## src/rtl/restoring_divider_pkg.sv

```systemverilog
// Shared definitions for the restoring divider: FSM state encoding and
// the iteration-counter width helper.
package restoring_divider_pkg;

    // FSM state encoding, fixed so external checkers can decode fsm_state
    typedef enum logic [1:0] {
        ST_IDLE = 2'b00,
        ST_RUN  = 2'b01,
        ST_DONE = 2'b10
    } state_t;

    // The counter must hold the value WIDTH itself
    function automatic int count_width(input int width);
        return $clog2(width + 1);
    endfunction

endpackage

```

## src/rtl/restoring_divider_addsub_nbit.sv

```systemverilog
// Parameterized N-bit adder-subtractor.
// m=0: sum = a + b ; m=1: sum = a - b (two's complement, b inverted plus m as carry-in).
module addsub_nbit #(
    parameter int N = 5
) (
    input  logic [N-1:0] a,
    input  logic [N-1:0] b,
    input  logic         m,
    output logic [N-1:0] sum
);

    logic [N-1:0] b_eff;

    // Conditional inversion of b plus carry-in m gives add or subtract
    always_comb begin
        b_eff = b ^ {N{m}};
        sum   = a + b_eff + {{(N-1){1'b0}}, m};
    end

endmodule

```

## src/rtl/restoring_divider.sv

```systemverilog
// Sequential unsigned restoring divider, one quotient bit per clock.
// Handshake: start is sampled on a rising clock edge while idle or done;
// operands are captured on that edge. busy is high for the WIDTH iteration
// cycles, done pulses for exactly one cycle with quotient/remainder valid,
// and the results hold until the next completion. start during busy is
// ignored.
// Optional feature macro: DIV_ZERO_DETECT_EN adds the div_zero port and
// a one-edge early completion for a zero divisor.
// fsm_state exposes the FSM state register for debug and checkers.
module restoring_divider
    import restoring_divider_pkg::*;
#(
    parameter int WIDTH = 4
) (
    input  logic             clock,
    input  logic             reset_b,
    input  logic             start,
    input  logic [WIDTH-1:0] dividend,
    input  logic [WIDTH-1:0] divisor,
    output logic [WIDTH-1:0] quotient,
    output logic [WIDTH-1:0] remainder,
    output logic             busy,
    output logic             done,
`ifdef DIV_ZERO_DETECT_EN
    output logic             div_zero,
`endif
    output logic [1:0]       fsm_state
);

    localparam int CW = count_width(WIDTH);

    state_t           state;
    state_t           state_next;
    logic [WIDTH:0]   acc;        // partial remainder A, one extra bit for the borrow
    logic [WIDTH-1:0] q_reg;      // dividend shifting out, quotient shifting in
    logic [WIDTH-1:0] m_reg;      // captured divisor
    logic [CW-1:0]    count;

    logic [2*WIDTH:0] shifted;
    logic [WIDTH:0]   a_shift;
    logic [WIDTH-1:0] q_shift;
    logic [WIDTH:0]   diff;
    logic             restore;
    logic [WIDTH:0]   acc_next;
    logic [WIDTH-1:0] q_next;
    logic             last_iter;
    logic             capture;
    logic             zero_path;

    // Iteration ALU, permanently in subtract mode: diff = a_shift - M
    addsub_nbit #(.N(WIDTH + 1)) u_alu (
        .a   (a_shift),
        .b   ({1'b0, m_reg}),
        .m   (1'b1),
        .sum (diff)
    );

    // One restoring step: shift {A,Q} left, keep the difference unless it went negative
    always_comb begin
        shifted   = {acc, q_reg} << 1;
        a_shift   = shifted[2*WIDTH:WIDTH];
        q_shift   = shifted[WIDTH-1:0];
        restore   = diff[WIDTH];
        acc_next  = restore ? a_shift : diff;
        q_next    = {q_shift[WIDTH-1:1], ~restore};
        last_iter = (count == CW'(1));
        capture   = start && (state == ST_IDLE || state == ST_DONE);
`ifdef DIV_ZERO_DETECT_EN
        zero_path = capture && (divisor == '0);
`else
        zero_path = 1'b0;
`endif
    end

    // FSM state register
    always_ff @(posedge clock or negedge reset_b) begin
        if (!reset_b) begin
            state <= ST_IDLE;
        end else begin
            state <= state_next;
        end
    end

    // FSM next-state logic
    always_comb begin
        state_next = state;
        case (state)
            ST_IDLE: begin
                if (capture) state_next = zero_path ? ST_DONE : ST_RUN;
            end
            ST_RUN: begin
                if (last_iter) state_next = ST_DONE;
            end
            ST_DONE: begin
                if (capture) state_next = zero_path ? ST_DONE : ST_RUN;
                else         state_next = ST_IDLE;
            end
            default: state_next = ST_IDLE;
        endcase
    end

    // Datapath registers: operand capture, iteration and result write-back
    always_ff @(posedge clock or negedge reset_b) begin
        if (!reset_b) begin
            acc       <= '0;
            q_reg     <= '0;
            m_reg     <= '0;
            count     <= '0;
            quotient  <= '0;
            remainder <= '0;
`ifdef DIV_ZERO_DETECT_EN
            div_zero  <= 1'b0;
`endif
        end else begin
`ifdef DIV_ZERO_DETECT_EN
            div_zero <= 1'b0;
`endif
            if (capture) begin
                acc   <= '0;
                q_reg <= dividend;
                m_reg <= divisor;
                count <= CW'(WIDTH);
                if (zero_path) begin
                    quotient  <= '1;
                    remainder <= dividend;
`ifdef DIV_ZERO_DETECT_EN
                    div_zero  <= 1'b1;
`endif
                end
            end else if (state == ST_RUN) begin
                acc   <= acc_next;
                q_reg <= q_next;
                count <= count - CW'(1);
                if (last_iter) begin
                    quotient  <= q_next;
                    remainder <= acc_next[WIDTH-1:0];
                end
            end
        end
    end

    // Status outputs decode the state register only
    always_comb begin
        busy      = (state == ST_RUN);
        done      = (state == ST_DONE);
        fsm_state = state;
    end

endmodule

```

## config.mk

```make
export PLATFORM = sky130hd
export DESIGN_NAME = restoring_divider
export DESIGN_NICKNAME = d
export VERILOG_FILES = /design/src/rtl/restoring_divider_pkg.sv /design/src/rtl/restoring_divider_addsub_nbit.sv /design/src/rtl/restoring_divider.sv
export SDC_FILE = /design/constraint.sdc
export NUM_CORES = 1
export LEC_CHECK = 0
export ABC_AREA = 1
export BUFFER_PORTS_ARGS = -buffer_cell sky130_fd_sc_hd__buf_4
export CORE_MARGIN = 10
export CORE_UTILIZATION = 58
export DETAILED_ROUTE_END_ITERATION = 8
export PLACE_DENSITY = 0.83
export SYNTH_ARGS = -nofsm -noshare
export SYNTH_HDL_FRONTEND = slang
export SYNTH_SLANG_ARGS = --single-unit
```

## constraint.sdc

```tcl
create_clock -name clock -period 3.65 [get_ports clock]
set_input_delay 0 -clock clock [delete_from_list [all_inputs] [get_ports clock]]
set_output_delay 0 -clock clock [all_outputs]
set_load 0.02 [all_outputs]
```

=== Word-level counts from Yosys, hierarchy flattened ===
Index checks and enable logic that the tools add are counted.

* Flip-flop bits (word level): 25
* Latch bits: 0
* Memory bits (writable): 0
* Bits in read-only memories: 0
* Output and inout bits: 12
* Logic and storage cells: 35
* Memories kept: 0

* $add $sub $neg: 3
* Multipliers: 0
* Div/mod/pow operators: 0
* Order comparisons: 0
* Eq/ne operators: 5
* Shift operators: 0
* Muxes and demuxes: 11
* Bitwise gates (word level): 3
* Reductions and logical operators: 6

{| class="wikitable"
|+ Operators by type and width
! kind !! number
|-
| 4-bit 2-to-1 mux || 5
|-
| 3-bit 2-to-1 mux || 2
|-
| 2-bit one-hot mux with 3 select lines || 1
|-
| 5-bit by 1-bit adder with 5-bit output, second input constant || 1
|-
| 5-bit adder || 1
|-
| 4-bit NOT with 5-bit output || 1
|-
| 2-bit 2-to-1 mux || 2
|-
| 3-bit by 1-bit == test with 1-bit output, second input constant || 1
|-
| 3-bit AND reduction || 1
|-
| 3-bit by 1-bit subtractor with 3-bit output, second input constant || 1
|-
| 2-bit by 1-bit == test with 1-bit output, second input constant || 1
|-
| 2-bit == test, second input constant || 1
|-
| 2-bit zero test || 1
|-
| 2-bit by 1-bit != test with 1-bit output, second input constant || 1
|-
| 2-bit != test, second input constant || 1
|-
| 1-bit NOT || 2
|-
| 2-bit AND reduction || 1
|-
| 2-bit nonzero test || 1
|-
| 1-bit logical AND || 1
|-
| 1-bit logical OR || 1
|-
| 1-bit 2-to-1 mux || 1
|}

=== Depth between registers and ports, before layout ===
* Depth after elaboration: 6
* Depth in mapped cells: 12
* Depth with buffers taken out: 12

=== Hierarchy ===
From an unflattened synthesis, not the netlist that was laid out.

* Cell total of the unflattened synthesis: 178
* Area, all modules: 1368.8 um^2

{| class="wikitable"
|+ Modules (own cells, without submodules)
! module !! times used !! cells each !! area each (um^2) !! seq. area each (um^2)
|-
| restoring_divider || 1 || 133 || 1113.6 || 625.6
|-
| addsub_nbit || 1 || 45 || 255.2 || 0.0
|}

=== Worst setup path after synthesis ===
No wires, ideal clock.

* Path type: register to register
* Start point: register q_reg[3]
* End point: register acc[3]
* Data arrival time: 1.594 ns
* Setup slack: 1.937 ns
* Stages on the path, launching flop included: 13
* Path buffers: 0
* Clock period less this slack: 1.713 ns
* Path through: dfrtp_1 -> inv_1 -> ha_1 -> inv_1 -> fa_1 -> nand3_1 -> nand3_1 -> nand2_2 -> nand2_2 -> nand2_1 -> nand2_1 -> nand2_1 -> nand2_1

* Longest elaborated chain between the ends: 5

{| class="wikitable"
|+ Ends and longest elaborated chain
! what !! RTL line !! source
|-
| start, declared || restoring_divider.sv:35 || <nowiki>logic [WIDTH-1:0] q_reg;</nowiki>
|-
| start signal, assigned || restoring_divider.sv:120 || <nowiki>q_reg <= dividend;</nowiki>
|-
| start signal, assigned || restoring_divider.sv:132 || <nowiki>q_reg <= q_next;</nowiki>
|-
| 5-bit adder || restoring_divider_addsub_nbit.sv:17 || <nowiki>sum = a + b_eff + {{(N-1){1'b0}}, m};</nowiki>
|-
| 5-bit by 1-bit adder with 5-bit output || restoring_divider_addsub_nbit.sv:17 ||
|-
| 4-bit 2-to-1 mux || restoring_divider.sv:64 || <nowiki>acc_next = restore ? a_shift : diff;</nowiki>
|-
| 4-bit 2-to-1 mux || restoring_divider.sv:130 || <nowiki>end else if (state == ST_RUN) begin</nowiki>
|-
| 4-bit 2-to-1 mux || restoring_divider.sv:118 || <nowiki>if (capture) begin</nowiki>
|-
| end signal, assigned || restoring_divider.sv:131 || <nowiki>acc <= acc_next;</nowiki>
|-
| end, declared || restoring_divider.sv:34 || <nowiki>logic [WIDTH:0] acc;</nowiki>
|}

Every way passes these cells. The select of a mux whose other input is x is not followed.
A chain may end at the register's enable or synchronous reset.

=== Final worst setup path ===
Same ends and word-level chain as after synthesis.

==> results.py <==
metrics = {
    "yosys": {
        "synthAdderAreaFrac": 0.0771,
        "ys_seq_area_frac": 0.507,
        "ys_seq_elements": 25,
        "synth-simple-area-share": 0.247,
        "syn_avg_cell_area_sq_um": 8.88,
        "synth_nets": 157,
        "yosysWarningCount": 0,
        "synthCells": 139,
        "synth_top_family_by_area": "simple AND/OR/NAND/NOR gates",
        "synth_compound_area_frac": 0.0913,
        "syn_area_sq_um": 1230,
        "synth_cell_types": 25,
        "synth.area.mux_share": 0,
        "synth_xor_area_frac": 0.00710,
    },
    "routing": {
        "drt_iter0_markers": 57,
        "antenna_left": 0,
        "num_vias": 1037,
        "drc": 0,
        "wl_per_cell_microns": 13.6,
        "viasPerCell": 5.19,
        "routed_wl_microns": 2710,
        "dr.pass1.iters": 4,
    },
    "layout": {
        "areaGrowthSynthToFinish_pct": 25.2,
        "final_cell_count_no_fill": 200,
        "fin_nets": 192,
        "antenna_cells": 0,
        "final_common_cell": "nand2_1",
        "fillers": 148,
        "ff_latch_area_sq_um": 626,
        "drive_gt1_frac": 0.202,
        "layout_common_cells": "nand2_1 (44), dfrtp_1 (25), buf_4 (22), inv_1 (18), nand3_1 (12)",
        "post-route-util": 0.771,
        "multi_input_area_sq_um": 522,
    },
    "worst_setup_path": {
        "cpPeakStageDelay_ns": 0.40,
        "critPathLaunchType": "flip-flop",
        "path_class": "flip-flop to flip-flop",
        "cp-end-kind": "flip-flop",
        "crit_fanout": 6,
        "crit_arrival_ns": 2.14,
        "required_ns": 3.88,
        "cp_common_cell": "nand2_1",
        "crit_chain": "inv_1 > ha_1 > inv_1 > fa_1 > nand3_1 > nand3_1 > nand2_2 > nand2_2 > nand2_1 > nand2_1 > nand2_1 > nand2_1",
        "crit_slowest_cell": "fa_1",
    },
    "global_routing": {
        "antenna_found_initial": 0,
        "grt_pass1_wl_microns": 4670,
        "track_usage": 0.135,
        "grt_overflow": 0,
        "grt_pass1_vias": 1095,
        "grt_start_max_net_pins": 26,
    },
    "clocking": {
        "cts_tree": "done",
        "ctsLongestPathBuffers": 2,
        "cts_resized": 0,
        "cts_sinks": 25,
        "cts_made_buffers": 3,
        "clk_latency_ns": 0.32,
        "clk_pin_slew_worst_paths_ns": 0.14,
        "htree_levels": 1,
        "root_buffer": "clkbuf_4",
    },
    "run_status": {
        "status": "completed",
    },
    "power": {
        "vdd_drop_max_v": 0.000590,
        "power.total_w": 0.00154,
        "power_density_nw_per_um2": 1000,
        "p_leak_nw": 0.803,
    },
    "sta": {
        "slew_violations": 0,
        "period_minus_slack_ns": 1.91,
        "setup_viol": 0,
        "tns_ns": 0,
        "layout_setup_ws_ns": 1.74,
        "post-route-period-util": 0.523,
        "slew_headroom": 0.744,
        "max_freq_mhz": 524,
        "finalClockSkew_ns": 0.00645,
        "rsz0062_at_grt": "false",
        "worstMarginPinSlew_ns": 0.383,
        "hold_violations": 0,
    },
    "run": {
        "maxCapViolCount": 0,
    },
    "hold_path": {
        "hold_path_class": "primary input to asynchronous set/reset pin",
    },
    "floorplanning": {
        "rows": 16,
        "dieHeight_microns": 66.1,
        "core_area_sq_um": 2000,
        "die_width_microns": 66.1,
        "pin_count": 23,
        "die_area_sq_um": 4370,
        "initial_core_util": 0.616,
    },
    "placement": {
        "place_inst": 187,
        "pre_cts_slack_ns": 1.81,
        "port_buffers": 22,
        "dpl.hpwl_microns": 1980,
        "gp_congestion": 0.886,
    },
}
==> final timing paths <==
| kind | startpoint | endpoint | slack, ns | cells after the start |
|---|---|---|---|---|
| max | q_reg[3] | acc[3] | 1.74 | 12 |
| min | reset_b | count[0] | 0.09 | 2 |
| max reg2reg | q_reg[3] | acc[3] | 1.74 | 12 |
| min reg2reg | remainder[2] | remainder[2] | 0.50 | 2 |
| max in group asynchronous | reset_b | remainder[0] | 3.32 | 2 |
| min in group clock | start | fsm_state[0] | 0.10 | 4 |
==> worst max-delay path, delay by kind of cell, from the launching register on <==
kind	cells	cell delay (ns)
flip-flops	1	0.38
adder cells (fa/ha/maj)	2	0.55
AND/OR/NAND/NOR	8	0.73
buffers and inverters	2	0.15
==> cells in the mapped netlist <==
cell type	instances	area, sq um
inv_2	1	3.75
xnor2_1	1	8.76
dfrtp_1	25	626
a31oi_1	1	6.26
inv_1	18	67.6
nand3b_1	2	15.0
o21ai_0	5	25.0
a21oi_1	2	10.0
nand2_2	3	18.8
nand2_1	44	165
clkinv_1	1	3.75
nand3_1	12	60.1
nor3_4	1	16.3
o221ai_1	3	26.3
nor2_1	3	11.3
inv_4	1	6.26
o21ai_1	1	5.00
ha_1	6	75.1
o21ai_2	3	26.3
o22ai_1	1	6.26
o211ai_1	1	7.51
nand4_2	1	12.5
buf_2	1	5.00
or2_1	1	6.26
fa_1	1	20.0
==> layer usage <==
metal	GRT usage	vias to the layer above	wire length [microns]
li1	-	515	-
met3	0.0424	9	189
met4	0.0942	0	95
met1	0.139	485	1050
met5	0	-	0
met2	0.227	28	1380
==> power by group <==
group,switching [W],internal [W],leakage [nW],total (W)
sequential,0.0000800,0.000417,0.304,0.000497
clock,0.0000835,0.0000429,0.0150,0.000126
combinational,0.000579,0.000343,0.484,0.000921
total,0.000742,0.000802,0.803,0.00154
==> cell families after synthesis <==
logic type / Yosys count
AOI/OAI and AO/OA: 17
and+or+nand+nor: 67
DFF: 25
xor gates and xnor gates: 1
buffers and inverters: 22
adders and majority gates: 7
==> metrics by stage <==
stage / area [sq um] / hold WS (ns)
2_1_floorplan: 1230 / -0.296
3_3_place_gp: 1430 / -0.0836
3_5_place_dp: 1430 / -0.0834
4_1_cts: 1540 / 0.0960
5_1_grt: 1540 / 0.120
6_report: 1540 / 0.0899
==> final cells by class <==
cell class	instances	share of cell area
Timing Repair Buffer	31	0.165
Multi-Input combinational cell	92	0.338
Inverter	21	0.0527
Tap cell	27	0.0219
Sequential cell	25	0.405
Clock buffer	4	0.0170
==> what timing repair did <==
action | CTS | global route
hold buffers | 9 | 0
setup buffers | 0 | 0
endpoints found under the hold margin | 33 | 0
Power figures use the tool's default switching activity.
